--- config.mk ---
export PLATFORM = sky130hd
export DESIGN_NAME = reg_scoreboard
export DESIGN_NICKNAME = d
export VERILOG_FILES = /design/src/rtl/reg_scoreboard.sv
export SDC_FILE = /design/constraint.sdc
export NUM_CORES = 1
export LEC_CHECK = 0
export ABC_CLOCK_PERIOD_IN_PS = 2150
export CAP_MARGIN = 20
export CORE_ASPECT_RATIO = 0.7
export CORE_MARGIN = 4
export CORE_UTILIZATION = 40
export CTS_CLUSTER_DIAMETER = 120
export CTS_CLUSTER_SIZE = 28
export DETAILED_ROUTE_END_ITERATION = 6
export HOLD_SLACK_MARGIN = 0.06
export PLACE_DENSITY = 0.68
export SETUP_SLACK_MARGIN = 0.4
export SYNTH_ARGS = -nofsm -noshare
export SYNTH_HDL_FRONTEND = slang
export SYNTH_SLANG_ARGS = --single-unit
--- constraint.sdc ---
create_clock -name clk -period 2.15 [get_ports clk]
set_input_delay 0.43 -clock clk [delete_from_list [all_inputs] [get_ports clk]]
set_output_delay 0.43 -clock clk [all_outputs]
set_load 0.05 [all_outputs]
--- src/rtl/reg_scoreboard.sv ---
// Counter-based register/CC scoreboard for the decode stage: counts in-flight
// writes between issue and retire and raises dep_stall on pending sources.

module reg_scoreboard_cnt #(
    parameter int CNT_W        = 2,
    parameter int MAX_INFLIGHT = 3
) (
    input  logic             clk,
    input  logic             rst_n,
    input  logic             flush,
    input  logic             inc,
    input  logic             dec,
    output logic [CNT_W-1:0] cnt,
    output logic             ovf,
    output logic             udf
);
    localparam logic [CNT_W-1:0] MAX_C = CNT_W'(MAX_INFLIGHT);

    logic [CNT_W-1:0] cnt_d, cnt_q;

    // A same-cycle inc and dec cancel and are never checked against the limits.
    always_comb begin
        cnt_d = cnt_q;
        ovf   = 1'b0;
        udf   = 1'b0;
        if (flush) begin
            cnt_d = '0;
        end else if (inc && !dec) begin
            if (cnt_q == MAX_C) ovf = 1'b1;
            else                cnt_d = cnt_q + 1'b1;
        end else if (dec && !inc) begin
            if (cnt_q == '0) udf = 1'b1;
            else             cnt_d = cnt_q - 1'b1;
        end
    end

    always_ff @(posedge clk) begin
        if (!rst_n) cnt_q <= '0;
        else        cnt_q <= cnt_d;
    end

    assign cnt = cnt_q;
endmodule

module reg_scoreboard #(
    parameter int CNT_W        = 2,
    parameter int MAX_INFLIGHT = 3
) (
    input  logic       clk,
    input  logic       rst_n,
    input  logic       issue_v,
    input  logic       issue_ld_reg,
    input  logic [2:0] issue_drid,
    input  logic       issue_ld_cc,
    input  logic       retire_v,
    input  logic       retire_ld_reg,
    input  logic [2:0] retire_drid,
    input  logic       retire_ld_cc,
    input  logic       flush,
    input  logic       de_v,
    input  logic [2:0] sr1,
    input  logic       sr1_needed,
    input  logic [2:0] sr2,
    input  logic       sr2_needed,
    input  logic       br_op,
    output logic       dep_stall,
    output logic [7:0] pending_mask,
    output logic       cc_pending,
    output logic       ovf_err,
    output logic       udf_err
);
    localparam int NUM_REGS = 8;

    logic                           inc_r, dec_r, inc_c, dec_c;
    logic [NUM_REGS-1:0][CNT_W-1:0] cnt;
    logic [NUM_REGS-1:0]            ovf_vec, udf_vec;
    logic [CNT_W-1:0]               cc_cnt;
    logic                           cc_ovf, cc_udf;
    logic                           ovf_err_d, ovf_err_q, udf_err_d, udf_err_q;
    logic                           s1, s2, sb;

    assign inc_r = issue_v  & issue_ld_reg;
    assign dec_r = retire_v & retire_ld_reg;
    assign inc_c = issue_v  & issue_ld_cc;
    assign dec_c = retire_v & retire_ld_cc;

    for (genvar i = 0; i < NUM_REGS; i++) begin : g_reg
        reg_scoreboard_cnt #(.CNT_W(CNT_W), .MAX_INFLIGHT(MAX_INFLIGHT)) u_cnt (
            .clk   (clk),
            .rst_n (rst_n),
            .flush (flush),
            .inc   (inc_r && (issue_drid  == 3'(i))),
            .dec   (dec_r && (retire_drid == 3'(i))),
            .cnt   (cnt[i]),
            .ovf   (ovf_vec[i]),
            .udf   (udf_vec[i])
        );
        assign pending_mask[i] = |cnt[i];
    end

    reg_scoreboard_cnt #(.CNT_W(CNT_W), .MAX_INFLIGHT(MAX_INFLIGHT)) u_cc_cnt (
        .clk   (clk),
        .rst_n (rst_n),
        .flush (flush),
        .inc   (inc_c),
        .dec   (dec_c),
        .cnt   (cc_cnt),
        .ovf   (cc_ovf),
        .udf   (cc_udf)
    );

    // Error flags survive flush; only reset clears them.
    always_comb begin
        ovf_err_d = ovf_err_q | (|ovf_vec) | cc_ovf;
        udf_err_d = udf_err_q | (|udf_vec) | cc_udf;
    end

    always_ff @(posedge clk) begin
        if (!rst_n) begin
            ovf_err_q <= 1'b0;
            udf_err_q <= 1'b0;
        end else begin
            ovf_err_q <= ovf_err_d;
            udf_err_q <= udf_err_d;
        end
    end

    // Registered counts only: a same-cycle retire does not release the stall.
    always_comb begin
        s1        = sr1_needed & (cnt[sr1] != '0);
        s2        = sr2_needed & (cnt[sr2] != '0);
        sb        = br_op & (cc_cnt != '0);
        dep_stall = de_v & (s1 | s2 | sb);
    end

    assign cc_pending = |cc_cnt;
    assign ovf_err    = ovf_err_q;
    assign udf_err    = udf_err_q;
endmodule

**Yosys cells after proc, flatten, opt, wreduce, memory -nomap -nowiden**

Index checks and enable logic that the tools add are counted.

- Register bits after elaboration: 20
- Output and inout bits: 12
- Logic and storage cells: 286
- Bits of input ports: 25

- Equal/unequal tests: 41
- Add/sub/neg operators: 18
- Magnitude comparators: 2
- Mux-type cells: 103
- Bitwise logic cells: 15
- Reductions and logical operators: 96

Operators by type and width:

| kind | number |
|---|---|
| $mux W2 | 38 |
| $mux W1 | 63 |
| $logic_and A1 B1 Y1 | 34 |
| $reduce_and A3 Y1 | 9 |
| $eq A3 B3 Y1 const B | 8 |
| $reduce_bool A2 Y1 | 12 |
| $reduce_or A2 Y1 | 10 |
| $add A2 B1 Y2 const B | 9 |
| $eq A2 B2 Y1 const B | 9 |
| $logic_not A1 Y1 | 18 |
| $logic_not A2 Y1 | 9 |
| $ne A2 B1 Y1 const B | 9 |
| $ne A2 B2 Y1 const B | 9 |
| $sub A2 B1 Y2 const B | 9 |
| $reduce_or A8 Y1 | 2 |
| $bmux W2 S3 | 2 |
| $eq A3 B2 Y1 const B | 4 |
| $and A1 B1 Y1 | 8 |
| $lt A3 B4 Y1 const B | 2 |
| $eq A3 B1 Y1 const B | 2 |
| $logic_not A3 Y1 | 2 |
| $or A1 B1 Y1 | 6 |
| $not A1 Y1 | 1 |

**Longest topological paths before layout**

- Word-level depth: 10
- Depth in mapped cells: 6
- Gate-level depth less buffers: 5

**By module**

Synthesis repeated with hierarchy kept, for this count alone.

- Cell total of the unflattened synthesis: 214
- Area, all modules: 1565.3 µm²

By module, submodules not included:

| module | seq. area each (µm²) | times used | area each (µm²) | cells each |
|---|---|---|---|---|
| reg_scoreboard_cnt | 40.0 | 9 | 125.1 | 16 |
| reg_scoreboard | 40.0 | 1 | 439.2 | 70 |

**Worst setup path before layout**

OpenSTA, ideal clock, no wires.

- Path kind: flip-flop to output port
- Start point: register g_reg[3].u_cnt.cnt_q[1]
- End point: output port dep_stall
- Data required time: 1.720 ns
- Slack: -0.316 ns
- Data arrival time: 2.036 ns
- Path buffers: 0
- Stages on the path, launching flop included: 5
- Cells stage by stage: dfxtp_1 -> or2_2 -> mux2i_1 -> a2111o_1 -> a41oi_1

- Cells in the longest elaborated chain, start to end: 7

RTL lines:

| what | RTL line | text |
|---|---|---|
| start, declared | 19 | `logic [CNT_W-1:0] cnt_d, cnt_q;` |
| start signal, assigned | 39 | `else cnt_q <= cnt_d;` |
| $bmux W2 S3, on equally long branches | 130, 131 |  |
| $mux W2, on equally long branches | 130, 131 |  |
| $reduce_bool A2 Y1, on equally long branches | 130, 131 |  |
| $and A1 B1 Y1, on equally long branches | 130, 131 |  |
| $or A1 B1 Y1 * (2 in a row) | 133 | `dep_stall = de_v & (s1 \| s2 \| sb);` |
| $and A1 B1 Y1 * | 133 |  |
| end, declared | 66 | `output logic dep_stall,` |

Every way passes the cells marked *; elsewhere a longest branch is shown, timed or not. The select of a mux whose other input is x is not followed.

**Final worst setup path**

- Start point: register g_reg[0].u_cnt.cnt_q[1]
- End point: output port dep_stall

- Cells in the longest elaborated chain, start to end: 7

RTL lines:

| what | RTL line |
|---|---|
| start, declared | 19 |
| start signal, assigned | 39 |
| $bmux W2 S3, on equally long branches | 130, 131 |
| $mux W2, on equally long branches | 130, 131 |
| $reduce_bool A2 Y1, on equally long branches | 130, 131 |
| $and A1 B1 Y1, on equally long branches | 130, 131 |
| $or A1 B1 Y1 * (2 in a row) | 133 |
| $and A1 B1 Y1 * | 133 |

Marks and branches as above.

==> reports/results.ini <==
[run_status]
outcome = finished, violations left
violations = negative setup slack

[synth]
synthesis.area_um2 = 1420
share_of_synthesized_cell_area_in_full_adder_half_adder_and_majority_cells = 0
netlist.area_leader.share = 0.283
ys_types = 42
synth.ff_latch_count = 20
synth.yosys.seq_area_share = 0.283
number_of_enable_type_register_cells_in_the_synthesized_netlist = 0
async_set_reset_flop_share_out_of_synthesis = 0
area_fraction_in_compound_gates_after_synthesis = 0.337
synthTopCellsByCount = nand2_1 (21), dfxtp_1 (20), a211oi_1 (17), inv_1 (14), o21ai_0 (14)
synth.avg_cell_area_um2 = 7.87
yosys.cell_count.top_type = nand2_1
postSynthNetCount = 205
library_cell_occupying_the_most_area_in_the_post_synthesis_netlist = dfxtp_1
yosysWarnings = 0
synthMuxAreaShare = 0.0618
post_synth_and_or_nand_nor_area_fraction = 0.262
synth_xor_area_frac = 0
dominantRegCellSynth = dfxtp_1
post_synth_main_area_contributors = dfxtp_1 (28%), a211oi_1 (9.0%), nand2_1 (5.6%), o21ai_0 (4.9%), mux4_2 (4.8%)
largest_family_of_logic_cells_by_synthesized_area = compound AO/OA/AOI/OAI gates
post_synth_inst_count = 180

[timing]
skew_ns = 0.00306
grt_setup_unrepaired = yes
timing.max_slew.rel_slack = 0.527
timing.final.hold_violations = 0
final.setup.tns_ns = -0.190
final.min_clock_period_ns = 2.34
report.final.setup_viol = 1
timing.final.max_slew_violations = 0
post-route-worst-setup-slack_ns = -0.190
fmaxAchievable_mhz = 427
timing_worst_slew_pin_value_ns = 0.708
hold_ws_ns = 0.481
final.period_utilization = 1.09

[placement]
gp_congestion = 0.904
placed_cells = 287
placement.cell_area_um2 = 2070
portBuffers = 36
pre_cts_slack_ns = -0.339
hpwlAfterDp_um = 3690

[worst_setup_path]
critPathBufInv = 1
timing.critical_path.cells = or2_4 > mux4_2 > mux2i_1 > nand2b_4 > a41oi_4 > buf_12
critical_path.reg2reg.startpoint = g_reg[2].u_cnt.cnt[1]$_SDFFE_PP0P_
worstSetupEndpointType = output pin
r2r-end = udf_err$_SDFF_PN0_
reg2regPathDepth = 5
setup.worst_path.start_class = flip-flop
worstSetupEndpoint = dep_stall
worst-setup-path-type = reg2out
critical_path_cell_count = 6
worst-endpoint-arrival_ns = 1.91
regToRegSetupSlack_ns = 0.68
cp-startpoint = g_reg[0].u_cnt.cnt[1]$_SDFFE_PP0P_
cpPeakStageDelay_ns = 0.45
critical_path.max_fanout = 6
critPathTopFamily = multiplexers
cp_slowest_cell = mux4_2
required_worst_endpoint_ns = 1.72

[pwr]
power.sequential.fraction = 0.426
internal-power_mw = 0.635
irDropWorstVdd_mv = 0.253
pwr_density_cell_nw_per_um2 = 379
power.leakage_nw = 0.985
sw_frac_of_total = 0.279
clkPwrFrac = 0.344
power.switching_mw = 0.246
total_power_mw = 0.880
power_frac_comb = 0.230

[drt]
dr.first_iter.drc_count = 138
post_drt_via_cell_ratio = 5.74
postRouteWirelength_um = 5160
drt.antenna.violating_nets = 0
detailroute.via_count = 1768
detail_route.wl_per_cell_um = 16.8
post-route-drc-count = 0
detailedRoute.firstPassIterationCount = 5

[global_routing]
grt_antenna_before_repair = 0
number_of_global_route_vias_before_repair = 1761
gr-total-overflow = 0
largest_net_degree_at_the_start_of_global_routing = 19
global_route.usage.total = 0.226
grt_pass1_wl_um = 8130

[floorplanning]
floorplan.initialDensity = 0.432
io_pins = 37
core_area_um2 = 3280
fp.dieW_um = 79.1
floorplan.rows = 17
die_area_um2 = 4570
die_height_um = 57.8

[clock_network]
htree_num_levels = 1
cts_hold_buffers_added = 0
clock_sink_count = 20
clock_tree_buffer_depth = 2
clock_pin_transition_on_the_worst_setup_and_hold_timing_paths_ns = 0.08
worst_skew_pair.late_latency_ns = 0.26
clock_tree_from_tritoncts = done
number_of_clock_buffers_inserted_by_tritoncts = 3
cts-root-buf = clkbuf_8

[run]
maxCapViolCount = 0

[finish]
instances_no_fill = 308
layout-area-overhead-vs-synth_pct = 64.2
final_design_area_no_fill_um2 = 2330
postLayoutCoreUtil = 0.710
nets = 287
layout-drive-gt1-share = 0.437
antenna_diode_count = 0

[hold_path]
worstHoldPathType = reg2reg
hold_path_depth = 1

[registers in the layout (all words and copies together), names as in the netlist]
signal,cells
g.u_cnt.cnt,16
u_cc_cnt.cnt,2
ovf_err,1
udf_err,1
[timing repair]
item	CTS	global route
setup buffers	16	1
gates resized for setup	70	24
pin swaps	12	11
endpoints found under the setup margin	25	12
[how the worst min path moves through the flow]
stage,from,to,slack (ns)
floorplan,g_reg[7].u_cnt.cnt[1]$_SDFFE_PP0P_,g_reg[7].u_cnt.cnt[1]$_SDFFE_PP0P_,0.46
global placement,g_reg[7].u_cnt.cnt[1]$_SDFFE_PP0P_,g_reg[7].u_cnt.cnt[1]$_SDFFE_PP0P_,0.47
detailed placement,g_reg[7].u_cnt.cnt[1]$_SDFFE_PP0P_,g_reg[7].u_cnt.cnt[1]$_SDFFE_PP0P_,0.49
CTS,g_reg[2].u_cnt.cnt[0]$_SDFFE_PP0P_,g_reg[2].u_cnt.cnt[0]$_SDFFE_PP0P_,0.48
global route,g_reg[2].u_cnt.cnt[0]$_SDFFE_PP0P_,g_reg[2].u_cnt.cnt[0]$_SDFFE_PP0P_,0.50
finish,g_reg[2].u_cnt.cnt[0]$_SDFFE_PP0P_,g_reg[2].u_cnt.cnt[0]$_SDFFE_PP0P_,0.48
[cells by family (layout without fill, tap and decap cells)]
logic type             after synthesis  in the layout
and+or+nand+nor                     70             70
AOI/OAI and AO/OA                   68             68
DFF                                 20             20
buffers and inverters               17             98
muxes                                5              5
[cell usage in the layout, fill, tap and decap left out, drive strengths merged, types with 2 or more instances in the layout]
cell           Yosys  layout
nor2               9       9
o211ai             3       3
nor3               2       2
a211oi            17      17
clkdlybuf4s15      0       4
dfxtp             20      20
or2                9       9
nand2b             6       6
and3               7       7
dlygate4sd2        0       7
a31oi              2       2
a311oi             3       3
inv               14      14
nor2b              2       2
clkdlybuf4s50      0      11
o311ai             2       2
o2111ai            2       2
buf                2      51
a21o               2       2
and2               2       2
a21oi             11      11
mux2i              2       2
nand3              4       4
o21ai             14      14
and3b              2       2
nand3b             2       2
nand2             21      21
a2111oi            2       2
o22ai              3       3
mux4               3       3
clkbuf             1      11
[power by group through the flow]
| stage | logic [mW] | clock network (mW) | registers [mW] |
|---|---|---|---|
| finish | 0.202 | 0.303 | 0.375 |
| global route | 0.215 | 0.322 | 0.376 |
| CTS | 0.191 | 0.307 | 0.375 |
| detailed placement | 0.184 | 0 | 0.385 |
| global placement | 0.178 | 0 | 0.385 |
| floorplan | 0.0720 | 0 | 0.390 |
[area by class of cell]
type / count / area [um^2]
multi-input combinational: 143 / 1100
fill: 280 / 950
timing repair buffer: 80 / 643
sequential: 20 / 419
tap: 47 / 58.8
clock buffer: 4 / 55.1
inverter: 14 / 52.6
[routing by layer]
layer / wire length (um) / up-vias / GRT usage
li1: - / 843 / -
met2: 2360 / 99 / 0.371
met1: 2290 / 814 / 0.284
met4: 63 / 0 / 0.0735
met5: 0 / - / 0
met3: 449 / 12 / 0.0714
Note: power is estimated with default switching activity, not from simulation.
